<file path="config.mk">
export PLATFORM = sky130hd
export DESIGN_NAME = ether_tx_arbiter
export DESIGN_NICKNAME = d
export VERILOG_FILES = /design/src/rtl/ether_pkg.sv /design/src/rtl/ifg_timer.sv /design/src/rtl/ether_tx_arbiter.sv
export SDC_FILE = /design/constraint.sdc
export NUM_CORES = 1
export LEC_CHECK = 0
export BUFFER_PORTS_ARGS = -buffer_cell sky130_fd_sc_hd__buf_2
export CAP_MARGIN = 15
export CORE_ASPECT_RATIO = 0.7
export CORE_UTILIZATION = 25
export DETAILED_ROUTE_END_ITERATION = 12
export PLACE_DENSITY = 0.59
export SETUP_SLACK_MARGIN = 0.2
export SYNTH_ARGS = -nofsm -noshare
export SYNTH_HDL_FRONTEND = slang
export SYNTH_SLANG_ARGS = --single-unit
</file>
<file path="constraint.sdc">
create_clock -name clk -period 4.7 [get_ports clk]
set_clock_uncertainty 0.15 [all_clocks]
set_input_delay 0.705 -clock clk [delete_from_list [all_inputs] [get_ports clk]]
set_output_delay 0.705 -clock clk [all_outputs]
set_load 0.05 [all_outputs]
</file>
<file path="src/rtl/ether_pkg.sv">
// Shared types and defaults for the Ethernet transmit path.
package ether_pkg;

  typedef enum logic [1:0] {
    ST_IDLE = 2'd0,
    ST_SEND = 2'd1,
    ST_GAP  = 2'd2
  } arb_state_e;

  // 96 bit times at 2 bits per RMII clock
  localparam int IFG_CYCLES_DEF = 48;

  localparam logic [1:0] GNT_NONE = 2'b00;
  localparam logic [1:0] GNT_A    = 2'b01;
  localparam logic [1:0] GNT_B    = 2'b10;

endpackage

</file>
<file path="src/rtl/ifg_timer.sv">
// Inter-frame gap down-counter: load on end of frame, count while in gap, done at zero.
module ifg_timer #(
  parameter int CYCLES = 48
) (
  input  logic clk,
  input  logic rst,
  input  logic i_load,
  input  logic i_count,
  output logic o_done
);

  localparam int W = (CYCLES > 1) ? $clog2(CYCLES) : 1;
  localparam logic [W-1:0] LOAD_VAL = (CYCLES > 0) ? W'(CYCLES - 1) : '0;

  logic [W-1:0] r_cnt;

  always_ff @(posedge clk) begin
    if (rst) begin
      r_cnt <= '0;
    end else if (i_load) begin
      r_cnt <= LOAD_VAL;
    end else if (i_count && (r_cnt != '0)) begin
      r_cnt <= r_cnt - 1'b1;
    end
  end

  assign o_done = (r_cnt == '0);

endmodule

</file>
<file path="src/rtl/ether_tx_arbiter.sv">
// Two-requester round-robin frame arbiter feeding an RMII transmitter; zero-latency byte mux, grant held per frame.
// ETHER_TX_ARB_STATS_EN adds per-requester completed-frame counters a_frames/b_frames.
module ether_tx_arbiter
  import ether_pkg::*;
#(
  parameter int IFG_CYCLES = IFG_CYCLES_DEF,
  parameter int CNT_W      = 16
) (
  input  logic             clk,
  input  logic             rst,
  input  logic             a_valid,
  input  logic [7:0]       a_data,
  input  logic             a_last,
  output logic             a_ready,
  input  logic             b_valid,
  input  logic [7:0]       b_data,
  input  logic             b_last,
  output logic             b_ready,
  output logic             tx_valid,
  output logic [7:0]       tx_data,
  output logic             tx_last,
  input  logic             tx_ready,
  output logic [1:0]       grant,
  output logic             busy
`ifdef ETHER_TX_ARB_STATS_EN
  ,
  output logic [CNT_W-1:0] a_frames,
  output logic [CNT_W-1:0] b_frames
`endif
);

  arb_state_e r_state;
  arb_state_e w_next;
  logic [1:0] r_grant;
  logic       r_ptr_b;
  logic       w_req;
  logic       w_pick_b;
  logic       w_eof;
  logic       w_gap_cnt_en;
  logic       w_gap_done;

  assign w_req        = a_valid | b_valid;
  assign w_pick_b     = b_valid & (~a_valid | r_ptr_b);
  assign w_eof        = tx_valid & tx_ready & tx_last;
  assign w_gap_cnt_en = (r_state == ST_GAP);

  ifg_timer #(
    .CYCLES (IFG_CYCLES)
  ) u_ifg_timer (
    .clk     (clk),
    .rst     (rst),
    .i_load  (w_eof),
    .i_count (w_gap_cnt_en),
    .o_done  (w_gap_done)
  );

  always_ff @(posedge clk) begin
    if (rst) begin
      r_state <= ST_IDLE;
    end else begin
      r_state <= w_next;
    end
  end

  always_comb begin
    w_next = r_state;
    case (r_state)
      ST_IDLE: if (w_req) w_next = ST_SEND;
      ST_SEND: if (w_eof) w_next = (IFG_CYCLES == 0) ? ST_IDLE : ST_GAP;
      ST_GAP:  if (w_gap_done) w_next = ST_IDLE;
      default: w_next = ST_IDLE;
    endcase
  end

  always_comb begin
    tx_valid = 1'b0;
    tx_data  = 8'h00;
    tx_last  = 1'b0;
    a_ready  = 1'b0;
    b_ready  = 1'b0;
    if (r_state == ST_SEND) begin
      case (r_grant)
        GNT_A: begin
          tx_valid = a_valid;
          tx_data  = a_data;
          tx_last  = a_last;
          a_ready  = tx_ready;
        end
        GNT_B: begin
          tx_valid = b_valid;
          tx_data  = b_data;
          tx_last  = b_last;
          b_ready  = tx_ready;
        end
        default: ;
      endcase
    end
  end

  assign grant = r_grant;
  assign busy  = (r_state != ST_IDLE);

  // Pointer flips to the requester not just served once its frame ends.
  always_ff @(posedge clk) begin
    if (rst) begin
      r_grant <= GNT_NONE;
      r_ptr_b <= 1'b0;
    end else begin
      case (r_state)
        ST_IDLE: if (w_req) r_grant <= w_pick_b ? GNT_B : GNT_A;
        ST_SEND: if (w_eof) begin
          r_grant <= GNT_NONE;
          r_ptr_b <= r_grant[0];
        end
        default: ;
      endcase
    end
  end

`ifdef ETHER_TX_ARB_STATS_EN
  logic [CNT_W-1:0] r_a_frames;
  logic [CNT_W-1:0] r_b_frames;

  always_ff @(posedge clk) begin
    if (rst) begin
      r_a_frames <= '0;
      r_b_frames <= '0;
    end else if (w_eof) begin
      if (r_grant[0]) r_a_frames <= r_a_frames + 1'b1;
      else            r_b_frames <= r_b_frames + 1'b1;
    end
  end

  assign a_frames = r_a_frames;
  assign b_frames = r_b_frames;
`endif

endmodule
</file>
==> metrics <==
Post-Syn Area per Cell 8.07 sq um; DRT iter0 DRCs 32; WS Path Type register to primary output; final wirelength 2.08 mm; worst rel slew slack 69.0%; DRT Pass-1 Iters 4; crit start category register; Yosys warnings 0; total CTS buffers 3; number of top-level pins 38; number of global-route vias before repair roughly 700; Post-CTS Setup Bufs 0; Netlist cell types 33; Final Slew Violations 0; crit-path max FO 10; leakage ~0.00047 uW; Die Height 48.1 um; Highest Clock Rate 0.381 GHz; Hold Crit Class register to register; Post-Syn Nets 121; root cell of the clock tree clkbuf_8; Congestion Overflow GR 0; worst-skew pair later-pin latency 0.24 ns; WL/cell roughly 12 um; CTS sink cnt 11; most frequent cells in the layout buf_2, dfxtp_1, nor2_1; commonest non-fill, non-tap cell in the layout buf_2; setup TNS 0 ns; CTS H-tree lvls 1; Cells after Synth 94; Final Hold Viols 0; DP Worst Slack 2.33 ns; RSZ-0062 raised after global routing no; Initial Utilization between 20% and 30%; post-synthesis sequential area ratio between 20 and 30%; GR Util All Layers 12.5%; DIE AREA 3260 sq um; FF+latch count, synth 11; share of cells above drive strength 1 34.4%; synthesized area 758 sq um; # rows 16; post-DR vias/cell 4.98; DRC Markers 0; clk buf depth 2; first-pass GRT wire length slightly above 3 mm; Worst VDD drop just over 0.0001 V; final setup fails 0; Tcrit/Tclk final 55.9%; total core area 2840 sq um; critical path arrival 1.77 ns; status completed; Vias 832; largest net degree at the start of global routing 15; Die X just under 70 um; antenna-violating nets left 0; Critical Path End Type primary output; data required time at the worst endpoint 3.85 ns; DP HPWL approximately 1.6 mm; Antenna Cells 0; min Tclk post-route 2.63 ns; Final WS setup around 2.1 ns; CTS tree built; RD Place Congestion about 0.73; antenna violations before repair 0; CTS clock-pin slew for the worst setup and hold paths 0.05 ns; Nets 159; CTS Hold Bufs 0; synthesis-to-layout area growth 34.3%; Tightest Pin Transition about 0.46 ns; P per Cell Area 244 nW/um^2; IO Port Bufs 37; Max Cap Viol 0; Post-CTS Resized 0
-- Yosys cell counts --
| library cell | number | area share, % |
|---|---|---|
| nand3b_1 | 1 | 0.99 |
| inv_1 | 8 | 4.0 |
| or4b_1 | 1 | 1.3 |
| mux2_2 | 1 | 1.5 |
| nand4_1 | 1 | 0.83 |
| a22oi_1 | 9 | 8.9 |
| nor4b_2 | 2 | 4.0 |
| and4b_1 | 1 | 1.3 |
| o21bai_1 | 1 | 0.99 |
| nand2b_1 | 1 | 0.83 |
| nor3_1 | 3 | 2.0 |
| clkbuf_1 | 4 | 2.0 |
| o21ai_0 | 1 | 0.66 |
| a211o_1 | 1 | 1.2 |
| nand2_1 | 4 | 2.0 |
| nand3_1 | 2 | 1.3 |
| a31oi_1 | 1 | 0.83 |
| and2b_2 | 1 | 1.2 |
| ha_1 | 4 | 6.6 |
| a21oi_1 | 8 | 5.3 |
| dfxtp_1 | 11 | 29 |
| o31ai_1 | 2 | 2.0 |
| nor2_1 | 10 | 5.0 |
| o211ai_1 | 2 | 2.0 |
| nor4_1 | 2 | 1.6 |
| xnor2_1 | 1 | 1.2 |
| nor3b_1 | 2 | 2.0 |
| or2_2 | 1 | 0.83 |
| a41o_1 | 2 | 2.6 |
| mux2i_1 | 1 | 1.3 |
| and3_1 | 3 | 2.5 |
| o211a_1 | 1 | 1.3 |
| xor2_1 | 1 | 1.2 |
-- final timing paths --
check                  end     start  slack, ns  cells past startpoint
hold reg to reg    r_ptr_b   r_ptr_b       0.35                      2
setup / recovery  tx_valid  grant[0]       2.07                      5
hold / removal     r_ptr_b   r_ptr_b       0.35                      2
setup reg to reg  grant[1]  grant[0]       2.52                      5
-- sequential cells by signal, summed over array words and instances (netlist names) --
signal / cells
grant: 2
r_state: 2
r_ptr_b: 1
u_ifg_timer.r_cnt: 6
-- metrics by stage --
stage	cells	cell area [sq um]	utilization (%)	hold slack (ns)	power, uW
3_3_place_gp	163	973	34.2	0.345	154
6_report	167	1020	35.8	0.349	248
2_1_floorplan	94	758	-	0.314	136
5_1_grt	167	1020	35.8	0.374	261
4_1_cts	167	1020	35.8	0.350	250
3_5_place_dp	163	973	34.2	0.338	155
-- layout make-up --
class | count | area (sq um)
fillers | 308 | 1820
multi-input cells | 71 | 493
flip-flops and latches | 11 | 220
repair buffers | 37 | 185
clock buffers | 4 | 45.0
well taps | 36 | 45.0
inverters | 8 | 30.0
-- critical path, cell delays in order (launching register included) --
cell and delay (ns):
dfxtp_1 0.38, inv_1 0.08, ha_1 0.32, nand2b_1 0.30, a21oi_1 0.17, buf_2 0.28
-- metal layers --
| layer | vias up | global-route usage (%) | part of all wire (%) |
|---|---|---|---|
| met5 | - | 0 | 0 |
| met4 | 0 | 2.50 | 0 |
| met3 | 0 | 4.76 | 5.6 |
| met2 | 25 | 19.2 | 47 |
| met1 | 385 | 16.9 | 48 |
| li1 | 422 | - | - |
-- kinds of logic (layout without fill, tap and decap cells) --
family	Yosys count	count (layout)	synth area share, %
and+or+nand+nor	35	35	27.6
AOI/OAI and AO/OA	28	28	25.7
buffers and inverters	12	49	5.94
DFF	11	11	29.0
adders and majority gates	4	4	6.60
xor gates and xnor gates	2	2	2.31
muxes	2	2	2.81
-- where the power goes --
part	internal (uW)	total [uW]	leakage, uW	switching, uW
combinational	19.8	55.3	0.000356	35.5
clock	59.5	94.7	0.0000228	35.1
sequential	95.6	98.6	0.0000893	2.94
(Power assumes the default switching activity.)
